<file path="src/rtl/painter_pkg.sv">
// Shared definitions for the painter pen/cursor unit.
package painter_pkg;

    // Bit positions inside the 4-bit direction vector {up,down,left,right}.
    localparam int DIR_UP = 3;
    localparam int DIR_DN = 2;
    localparam int DIR_LT = 1;
    localparam int DIR_RT = 0;

    // Largest brush edge in pixels and the width needed to hold it.
    localparam int BRUSH_MAX = 4;
    localparam int SW        = $clog2(BRUSH_MAX + 1);

    typedef enum logic {
        IDLE,
        STAMP
    } state_t;

    // True when exactly one key of the direction vector is pressed.
    function automatic logic is_one_hot(input logic [3:0] d);
        return (d != 4'd0) && ((d & (d - 4'd1)) == 4'd0);
    endfunction

endpackage

</file>
<file path="src/rtl/painter_key_repeat.sv">
// Direction key edge detector with auto-repeat: emits a one-cycle move pulse
// when a single key is newly pressed, then repeatedly while it stays held.
module painter_key_repeat
    import painter_pkg::*;
#(
    parameter int REPEAT_DLY  = 25000000,
    parameter int REPEAT_RATE = 5000000
) (
    input  logic       clk,
    input  logic       rst,
    input  logic [3:0] dir,
    output logic       move,
    output logic [3:0] move_dir
);

    localparam int CMAX = (REPEAT_DLY > REPEAT_RATE) ? REPEAT_DLY : REPEAT_RATE;
    localparam int CW   = $clog2(CMAX + 1);
    localparam logic [CW-1:0] DLY_C  = CW'(REPEAT_DLY);
    localparam logic [CW-1:0] RATE_C = CW'(REPEAT_RATE);

    logic [3:0]    dir_q;
    logic [3:0]    dir_prev;
    logic [CW-1:0] cnt;
    logic          repeating;

    logic          hot;
    logic          changed;
    logic [CW-1:0] limit;
    logic [CW-1:0] cnt_inc;

    assign hot     = is_one_hot(dir_q);
    assign changed = (dir_q != dir_prev);
    // The first repeat waits the long delay, later ones the short rate.
    assign limit   = repeating ? RATE_C : DLY_C;
    assign cnt_inc = cnt + 1'b1;

    // Register the keys, detect a fresh single-key press and time repeats.
    always_ff @(posedge clk or posedge rst) begin
        if (rst) begin
            dir_q     <= '0;
            dir_prev  <= '0;
            cnt       <= '0;
            repeating <= 1'b0;
            move      <= 1'b0;
            move_dir  <= '0;
        end else begin
            dir_q    <= dir;
            dir_prev <= dir_q;
            move     <= 1'b0;
            if (!hot) begin
                cnt       <= '0;
                repeating <= 1'b0;
            end else if (changed) begin
                move      <= 1'b1;
                move_dir  <= dir_q;
                cnt       <= '0;
                repeating <= 1'b0;
            end else if (cnt_inc == limit) begin
                move      <= 1'b1;
                move_dir  <= dir_q;
                cnt       <= '0;
                repeating <= 1'b1;
            end else begin
                cnt <= cnt_inc;
            end
        end
    end

endmodule

</file>
<file path="src/rtl/painter_pen_ctrl.sv">
// Pen/cursor unit: clamped cursor driven by direction keys, and a square
// brush stamped onto the VRAM write port one pixel per cycle.
module painter_pen_ctrl
    import painter_pkg::*;
#(
    parameter int H_PIX       = 200,
    parameter int V_PIX       = 150,
    parameter int AW          = 15,
    parameter int DW          = 12,
    parameter int REPEAT_DLY  = 25000000,
    parameter int REPEAT_RATE = 5000000
) (
    input  logic          clk,
    input  logic          rst,
    input  logic [3:0]    dir,
    input  logic [DW-1:0] rgb,
    input  logic          draw,
    input  logic          erase,
    input  logic [1:0]    brush,
    output logic          we,
    output logic [AW-1:0] waddr,
    output logic [DW-1:0] wdata,
    output logic [7:0]    cur_x,
    output logic [7:0]    cur_y,
    output logic          busy
);

    localparam logic [7:0]    X_RST    = 8'(H_PIX / 2 - 1);
    localparam logic [7:0]    Y_RST    = 8'(V_PIX / 2 - 1);
    localparam logic [7:0]    X_MAX    = 8'(H_PIX - 1);
    localparam logic [7:0]    Y_MAX    = 8'(V_PIX - 1);
    localparam logic [AW-1:0] ADDR_RST = AW'((V_PIX / 2 - 1) * H_PIX + (H_PIX / 2 - 1));

    function automatic logic [AW-1:0] pix_addr(input logic [8:0] x, input logic [8:0] y);
        return AW'(y) * AW'(H_PIX) + AW'(x);
    endfunction

    logic          move;
    logic [3:0]    move_dir;
    state_t        state;
    state_t        state_next;
    logic          pend;
    logic [3:0]    pend_dir;
    logic          moved;
    logic          pen_q;
    logic [1:0]    brush_q;
    logic [SW-1:0] size;
    logic [1:0]    dx;
    logic [1:0]    dy;
    logic [DW-1:0] col;
    logic [7:0]    ox;
    logic [7:0]    oy;

    logic          pen;
    logic          block;
    logic          apply;
    logic [3:0]    apply_dir;
    logic          req;
    logic          row_end;
    logic          last_px;
    logic [8:0]    px;
    logic [8:0]    py;
    logic          in_range;

    painter_key_repeat #(
        .REPEAT_DLY (REPEAT_DLY),
        .REPEAT_RATE(REPEAT_RATE)
    ) u_keys (
        .clk     (clk),
        .rst     (rst),
        .dir     (dir),
        .move    (move),
        .move_dir(move_dir)
    );

    assign pen       = draw | erase;
    // Moves wait while a stamp is selecting or still writing pixels.
    assign block     = (state == STAMP) || busy;
    assign apply     = !block && (pend || move);
    assign apply_dir = pend ? pend_dir : move_dir;
    assign req       = pen && (!pen_q || moved || (brush != brush_q));
    assign row_end   = (SW'(dx) == size - SW'(1));
    assign last_px   = row_end && (SW'(dy) == size - SW'(1));
    assign px        = {1'b0, ox} + 9'(dx);
    assign py        = {1'b0, oy} + 9'(dy);
    assign in_range  = (px <= 9'(H_PIX - 1)) && (py <= 9'(V_PIX - 1));

    // Cursor position with clamping, plus the one-deep pending move.
    always_ff @(posedge clk or posedge rst) begin
        if (rst) begin
            cur_x    <= X_RST;
            cur_y    <= Y_RST;
            moved    <= 1'b0;
            pend     <= 1'b0;
            pend_dir <= '0;
        end else begin
            moved <= apply;
            if (apply) begin
                if (apply_dir[DIR_UP] && cur_y != 8'd0)  cur_y <= cur_y - 8'd1;
                if (apply_dir[DIR_DN] && cur_y != Y_MAX) cur_y <= cur_y + 8'd1;
                if (apply_dir[DIR_LT] && cur_x != 8'd0)  cur_x <= cur_x - 8'd1;
                if (apply_dir[DIR_RT] && cur_x != X_MAX) cur_x <= cur_x + 8'd1;
            end
            if (block) begin
                if (move && !pend) begin
                    pend     <= 1'b1;
                    pend_dir <= move_dir;
                end
            end else begin
                pend <= 1'b0;
            end
        end
    end

    // History of pen and brush used to detect new stamp requests.
    always_ff @(posedge clk or posedge rst) begin
        if (rst) begin
            pen_q   <= 1'b0;
            brush_q <= '0;
        end else begin
            pen_q   <= pen;
            brush_q <= brush;
        end
    end

    // Stamp state register.
    always_ff @(posedge clk or posedge rst) begin
        if (rst) state <= IDLE;
        else     state <= state_next;
    end

    // Stamp next-state: start on a request, finish after the last offset.
    always_comb begin
        state_next = state;
        case (state)
            IDLE:    if (req) state_next = STAMP;
            STAMP:   if (last_px) state_next = IDLE;
            default: state_next = IDLE;
        endcase
    end

    // Latch brush geometry on entry and walk offsets row-major.
    always_ff @(posedge clk or posedge rst) begin
        if (rst) begin
            size <= SW'(1);
            col  <= '0;
            ox   <= X_RST;
            oy   <= Y_RST;
            dx   <= '0;
            dy   <= '0;
        end else if (state == IDLE) begin
            if (req) begin
                size <= SW'(brush) + SW'(1);
                col  <= erase ? '0 : rgb;
                ox   <= cur_x;
                oy   <= cur_y;
                dx   <= '0;
                dy   <= '0;
            end
        end else if (row_end) begin
            dx <= '0;
            dy <= dy + 2'd1;
        end else begin
            dx <= dx + 2'd1;
        end
    end

    // Registered write port; when idle the address follows the cursor.
    always_ff @(posedge clk or posedge rst) begin
        if (rst) begin
            we    <= 1'b0;
            waddr <= ADDR_RST;
            wdata <= '0;
            busy  <= 1'b0;
        end else if (state == STAMP) begin
            we    <= in_range;
            waddr <= pix_addr(px, py);
            wdata <= col;
            busy  <= 1'b1;
        end else begin
            we    <= 1'b0;
            waddr <= pix_addr({1'b0, cur_x}, {1'b0, cur_y});
            wdata <= '0;
            busy  <= 1'b0;
        end
    end

endmodule

</file>
<file path="config.mk">
export PLATFORM = sky130hd
export DESIGN_NAME = painter_pen_ctrl
export DESIGN_NICKNAME = d
export VERILOG_FILES = /design/src/rtl/painter_pkg.sv /design/src/rtl/painter_key_repeat.sv /design/src/rtl/painter_pen_ctrl.sv
export SDC_FILE = /design/constraint.sdc
export NUM_CORES = 1
export LEC_CHECK = 0
export BUFFER_PORTS_ARGS = -buffer_cell sky130_fd_sc_hd__buf_2
export CAP_MARGIN = 0
export CORE_ASPECT_RATIO = 2
export CORE_MARGIN = 2
export CORE_UTILIZATION = 55
export DETAILED_ROUTE_END_ITERATION = 10
export PLACE_DENSITY = 0.88
export SKIP_CTS_REPAIR_TIMING = 1
export SLEW_MARGIN = 20
export SYNTH_ARGS = -nofsm -noshare
export SYNTH_HDL_FRONTEND = slang
export SYNTH_SLANG_ARGS = --single-unit
</file>
<file path="constraint.sdc">
create_clock -name clk -period 4.5 [get_ports clk]
set_input_delay 0.225 -clock clk [delete_from_list [all_inputs] [get_ports clk]]
set_output_delay 0.225 -clock clk [all_outputs]
set_load 0.01 [all_outputs]
</file>
==> metrics.md, run 1 <==
| Metric | Value |
|---|---|
| Worst Tran Pin Value | between 0.9 and 1 ns |
| Top-count cell post-synth | dfrtp_1 |
| Clock Path Buffers | 2 |
| Synth Net Count | 1,025 |
| Vias | 7,019 |
| Top_reg_cell synth | dfrtp_1 |
| Pleak | approximately 4.9 nW |
| Upper clock frequency limit | 0.228 GHz |
| # clock sinks | between 100 and 150 |
| Row cnt | 65 |
| Antenna violations before repair | 0 |
| Crit start category | flip-flop |
| Synth area leaders | dfrtp_1, ha_1, dfstp_2 |
| CP most frequent cell | ha_1 |
| Layout cell share with drive strength beyond 1 | 0.196 |
| Post-synth top area cell | dfrtp_1 |
| Synth Instances | just under 900 |
| DRC viols | 0 |
| Die ar. | 0.0171 mm² |
| Antenna-violating nets left | 0 |
| R2r endpoint | waddr[14] |
| Worst Hold Class | in -> async |
| Crit path max-delay family | adder cells |
| Starting density of the core | 0.559 |
| Largest net degree at the start of global routing | between 60 and 70 |
| CTS tree | done |
| CP Cell Sequence | ha_4, fa_2, xnor2_2, inv_2, buf_4, ha_1, ha_1, inv_1, fa_1, inv_1, ha_1, nand2_1, o211ai_1, xor2_1, o211ai_1, or4b_4, o211a_1 |
| TritonCTS buffer count | 17 |
| Worst path depth | 17 |
| Filler cells | about 1,200 |
| H-tree lvl count | 4 |
| Clock root cell | clkbuf_16 |
| CP arrival | ~4.7 ns |
| Number of antenna diodes | 0 |
| Drt wl/cell | around 18 µm |
| Maximum vdd drop | ~0.38 mV |
| GP Congestion | between 0.9 and 1 |
| Drt pass-1 iters | 5 |
| CP max stage delay | roughly 0.53 ns |
| Core area | 0.0158 mm² |
| Clk_lat worst skew | about 0.43 ns |
| RR Startpoint | oy[0] |
| Setup violations, final | 0 |
| Vias in the first global route | ~7,200 |
| Nets@finish | around 1,100 |
| Final WL | between 20 and 25 mm |
| Post-Route Setup TNS | 0 ns |
| Top cell type's share of synthesized area | 0.301 |
| First-pass GRT wire length | 33.9 mm |
| MaxCap Viol Count | 0 |
| I/O Buffers | 66 |
| Critical path buffer and inverter count | 4 |
| Io pins | 67 |
| Synth cell types | 72 |
| Share of synthesized registers carrying an async set or reset | 1.00 |
| Status | complete, but fails checks |
| DR vias/cell | 5.92 |
| Final Cell Area | 0.0101 mm² |
| Final min period | approximately 4.4 ns |
| Max Slew Vio Count | 0 |
| Synth warnings | 0 |
| Final hold viol count | 43 |
| CP max stage cell | fa_1 |
| Worst Path Required | 4.82 ns |
| Synthesized flop and latch total | ~130 |
| Flop-to-flop setup slack | 0.11 ns |
| Detailed Place HPWL | 15.4 mm |
| Kind of critical path | reg -> reg |
| Post-synthesis cell area | about 0.009 mm² |
| Grt ovf | 0 |
| Violated checks | hold timing |
| Area grow syn2layout | 14.7% |
| PD cells | 652 mW/mm² |
| Critical Path Fanout Max | 6 |
| Reg2Reg Depth | 17 |
| Worst hold slack | -0.0461 ns |
| Final Util | 0.641 |
| Tot Pwr | 6.59 mW |
| Die H | around 180 µm |
| Slew margin rel. | 0.349 |
| Sequential cell area fraction in the yosys report | 0.369 |
| Worst setup EP type | flip-flop |
| EDFF count, synth | 0 |
| Tcrit/Tclk final | 0.976 |
| Avg Cell Area, Syn | between 9 and 10 µm² |
| Die Span X | about 94 µm |
| GRT Resource Usage Total | 0.254 |
| Worst-path clk slew | 0.06 ns |
| Clock Skew | ~0.010 ns |
| Iter 0 DRT Violations | approximately 360 |
| Post-synth top cells | dfrtp_1, ha_1, nand2_1 |
| Post-DP Area | 0.00934 mm² |
==> stage by stage <==
step | setup slack [ns] | std cells
2_1_floorplan | 0.0303 | 894
3_3_place_gp | 0.0669 | 1144
3_5_place_dp | -0.0649 | 1144
4_1_cts | -0.0835 | 1176
5_1_grt | -0.0352 | 1186
6_report | 0.110 | 1186
==> cells by family after synthesis <==
logic type,count (synthesis),share of synthesized area
buf+inv,93,0.0481
simple gates,275,0.166
fa+ha+maj,111,0.168
flops,129,0.369
xor+xnor,96,0.0953
mux,26,0.0319
compound gates,164,0.122
==> final cells by class <==
class / instances / area [µm²] / area share
clock buffers: 19 / 433 / 0.0428
inverters: 62 / 235 / 0.0232
flip-flops and latches: 129 / 3260 / 0.322
well taps: 201 / 251 / 0.0249
clock inverters: 13 / 153 / 0.0151
repair buffers: 90 / 526 / 0.0519
multi-input cells: 672 / 5260 / 0.520
==> routing by layer <==
metal / vias to the layer above / track usage / part of all wire
met3: 86 / 0.0501 / 0.034
met4: 0 / 0.159 / 0.061
met1: 3462 / 0.233 / 0.34
met5: - / 0 / 0
li1: 3274 / - / -
met2: 197 / 0.490 / 0.57
==> cell usage in the layout (no fill, tap or decap), drive strengths merged, types with 35 or more instances in the layout <==
master,count
nor2,45
dfrtp,106
xor2,35
inv,66
ha,96
nor3,37
buf,84
nand2,72
a21oi,35
o21ai,54
xnor2,61
==> worst register-to-register path: cells and delay by family, from the launching register on <==
family	cells	cell delay, ns
compound gates	3	0.45
xor+xnor	2	0.44
fa+ha+maj	6	2.04
buf+inv	4	0.32
flops	1	0.42
simple gates	2	0.59
==> worst max-delay path by stage <==
stage	from	end	slack, ns
finish	oy[0]	waddr[14]	0.11
global route	oy[1]	waddr[14]	-0.04
CTS	oy[1]	waddr[14]	-0.08
detailed placement	oy[1]	waddr[14]	-0.06
global placement	oy[1]	waddr[14]	0.07
floorplan	dy[0]	waddr[14]	0.03
==> where the power goes <==
part / leakage, nW / internal [mW] / switching [mW] / total [mW]
Combinational: 3.01 / 1.54 / 1.93 / 3.47
Clock: 0.269 / 0.824 / 0.554 / 1.38
Sequential: 1.61 / 1.52 / 0.225 / 1.75
Total: 4.89 / 3.89 / 2.71 / 6.59
==> flip-flops by register name (all words and copies together) (netlist names), 2 cells and up <==
name / cells
dy: 2
size: 3
u_keys.dir_prev: 4
col: 12
brush_q: 2
u_keys.cnt: 25
cur_x: 8
u_keys.dir_q: 4
cur_y: 8
oy: 8
ox: 8
waddr: 15
wdata: 12
pend_dir: 4
u_keys.move_dir: 4
dx: 2
(Power assumes the default switching activity.)
==> run 2, diff against run 1 <==
--- a/config.mk
+++ b/config.mk
@@ -9,9 +9,9 @@
 export CAP_MARGIN = 0
 export CORE_ASPECT_RATIO = 2
 export CORE_MARGIN = 2
-export CORE_UTILIZATION = 55
+export CORE_UTILIZATION = 61
 export DETAILED_ROUTE_END_ITERATION = 10
-export PLACE_DENSITY = 0.88
+export PLACE_DENSITY = 0.92
 export SKIP_CTS_REPAIR_TIMING = 1
 export SLEW_MARGIN = 20
 export SYNTH_ARGS = -nofsm -noshare
==> constraint.sdc (replaced) <==
create_clock -name clk -period 4.75 [get_ports clk]
set_input_delay 0.2375 -clock clk [delete_from_list [all_inputs] [get_ports clk]]
set_output_delay 0.2375 -clock clk [all_outputs]
set_load 0.01 [all_outputs]
==> run 2 against run 1 <==
Compared with the run above:
- the run now ends clean
- routed wire length up 2.7%
- clock skew about the same
- via count down 0.13%
==> metrics.md, run 2 (synthesis gave the netlist of run 1 again) <==
| Metric | Value |
|---|---|
| Biggest regs | u_keys.cnt: 25 flops, waddr: 15 flops |
| DR vias/cell | 6.00 (+1.3%) |
| Slew margin rel. | 0.341 (-0.00775) |
| CP arrival | 4.92 ns (+0.21 ns) |
| Worst-path clk slew | 0.06 ns (about the same) |
| Hold Path End | col[3] |
| RR Startpoint | oy[1] |
| Max Slew Vio Count | 0 (unchanged) |
| Pint | 3.69 mW (-5.0%) |
| Pleak | 4.88 nW (-0.28%) |
| Iter 0 DRT Violations | 422 (+17%) |
| Critical path buffer and inverter count | 4 (unchanged) |
| Detailed Place HPWL | 15.7 mm (+1.7%) |
| # clock sinks | 129 (unchanged) |
| Drt pass-1 iters | 6 (+1) |
| Status | complete, no violations |
| CP Cell Sequence | ha_1, a21oi_2, nor2b_2, xor2_2, inv_1, ha_1, inv_1, ha_1, inv_1, fa_1, inv_1, ha_1, a21o_1, a21oi_2, o21ai_0, a21oi_1, xor2_1, or4b_2, o211a_1 |
| Clk_lat worst skew | 0.43 ns (about the same) |
| Clock Skew | 0.00964 ns (-0.000401 ns) |
| TritonCTS buffer count | 17 (unchanged) |
| Tcrit/Tclk final | 0.969 (-0.00672) |
| I/O Buffers | 66 (unchanged) |
| CP max stage delay | 0.67 ns (+0.14 ns) |
| Filler cells | 1,001 (-18%) |
| Final min period | 4.60 ns (+0.212 ns) |
| Sequential power share | 0.269 (+0.004) |
| Final Cell Area | 0.0100 mm² (-0.77%) |
| Die ar. | 0.0155 mm² (-9.5%) |
| Worst setup EP type | flip-flop |
| Commonest non-fill, non-tap cell in the layout | dfrtp_1 |
| Final hold viol count | 0 (-100%) |
| Most flops, register | u_keys.cnt |
| PD cells | 612 mW/mm² (-6.0%) |
| Vias in the first global route | 7,505 (+4.7%) |
| Upper clock frequency limit | 0.217 GHz (-4.6%) |
| Antenna violations before repair | 0 (unchanged) |
| Crit start category | flip-flop |
| Vias | 7,010 (-0.13%) |
| Comb pwr share | 0.490 (-0.036) |
| Flop-to-flop setup slack | 0.15 ns (+0.04 ns) |
| Layout cell share with drive strength beyond 1 | 0.180 (-0.0158) |
| Worst Tran Pin Value | 0.988 ns (+0.0116 ns) |
| Met2 Wirelength | 12.5 mm (+2.9%) |
| GRT Resource Usage Total | 0.301 (+0.0472) |
| Met3 routed WL | 785 µm (+6.2%) |
| Grt ovf | 0 (unchanged) |
| Post-Route Setup TNS | 0 ns (unchanged) |
| Row cnt | 62 (-4.6%) |
| Min-Delay Path Depth | 3 |
| Maximum vdd drop | 0.305 mV (-19%) |
| R2r endpoint | waddr[14] |
| Starting density of the core | 0.618 (+0.0589) |
| WL met1 | 7.34 mm (+0.33%) |
| First-pass GRT wire length | 35.7 mm (+5.5%) |
| Clock root cell | clkbuf_16 |
| Io pins | 67 (unchanged) |
| Die Span X | 89.0 µm (-4.8%) |
| Crit path max-delay family | adder cells |
| CTS tree | done |
| Nets@finish | 1,095 (-0.73%) |
| Clk pwr share | 0.241 (+0.032) |
| Final WL | 22.1 mm (+2.7%) |
| Die H | 174 µm (-4.9%) |
| Clock Path Buffers | 2 (unchanged) |
| Reg2Reg Depth | 19 (+2) |
| HP Start | rgb[3] |
| Most frequent cells in the layout | dfrtp_1, ha_1, nand2_1, buf_2, inv_1 |
| Max reg flops | 25 (unchanged) |
| Sw Ratio | 0.400 (-0.0108) |
| DRC viols | 0 (unchanged) |
| Critical Path Fanout Max | 3 (-3) |
| Drt wl/cell | 18.9 µm (+4.2%) |
| MaxCap Viol Count | 0 (unchanged) |
| Largest net degree at the start of global routing | 76 (+10%) |
| CP max stage cell | or4b_2 |
| Core area | 0.0143 mm² (-9.5%) |
| GP Congestion | 0.879 (-8.6%) |
| Worst Path Required | 5.07 ns (+0.25 ns) |
| Top sig layer | met4 |
| Antenna-violating nets left | 0 (unchanged) |
| Worst Hold Class | in -> reg |
| Area grow syn2layout | 13.8% |
| H-tree lvl count | 4 (unchanged) |
| Post-DP Area | 0.00926 mm² (-0.84%) |
| Kind of critical path | reg -> reg |
| Setup violations, final | 0 (unchanged) |
| Switching power | 2.46 mW (-9.2%) |
| Number of antenna diodes | 0 (unchanged) |
-- run 2: changes by cell type in the layout (fill, tap and decap cells not counted), sizes merged --
| cell | before | now |
|---|---|---|
| bufinv | 2 | 5 |
| dlygate4sd3 | 6 | 7 |
| inv | 66 | 65 |
| buf | 84 | 75 |
| clkinvlp | 5 | 1 |
| clkbuf | 19 | 21 |
-- run 2: layout make-up --
type                       count  area (µm²)  share of cell area
clock buffer                  21         460              0.0459
clock inverter                11         201              0.0201
inverter                      62         235              0.0234
multi-input combinational    672        5180               0.516
sequential                   129        3260               0.324
tap                          192         240              0.0239
timing repair buffer          82         468              0.0466
-- run 2: tightest hold or removal path, stage by stage --
cell	delay [ns]
buf_2	0.10
nand2b_1	0.05
o21ai_0	0.06
-- run 2: worst max path at each step --
stage,start,endpoint,slack (ns),depth (start not counted)
6_report,oy[1],waddr[14],0.15,19
5_1_grt,oy[1],waddr[14],-0.04,19
4_1_cts,dy[0],waddr[14],-0.03,18
3_5_place_dp,dy[0],waddr[14],-0.008,18
3_3_place_gp,dy[0],waddr[14],0.13,18
2_1_floorplan,dy[0],waddr[14],0.04,18
-- run 2: per-stage QoR --
| step | std cells | util | setup WS, ns | hold slack (ns) | power, mW |
|---|---|---|---|---|---|
| 6_report | 1169 | 0.704 | 0.148 | 0.0523 | 6.15 |
| 4_1_cts | 1160 | 0.695 | -0.0255 | -0.276 | 6.05 |
| 2_1_floorplan | 894 | - | 0.0424 | 0.269 | 3.74 |
| 3_3_place_gp | 1128 | 0.649 | 0.133 | 0.168 | 4.35 |
| 5_1_grt | 1169 | 0.704 | -0.0398 | 0.0672 | 6.58 |
| 3_5_place_dp | 1128 | 0.649 | -0.00849 | 0.173 | 4.52 |
-- run 2: metal layers --
layer  track usage  vias up
met4         0.207        0
met2         0.547      231
met3        0.0622      106
met1         0.285     3415
met5             0        -
li1              -     3258
-- run 2: power by group through the flow --
stage,logic [mW],clock network (mW),registers [mW]
after floorplan,2.06,0,1.68
after global placement,2.71,0,1.64
after detailed placement,2.86,0,1.66
after CTS,2.91,1.49,1.65
after global routing,3.35,1.54,1.69
final,3.01,1.48,1.66
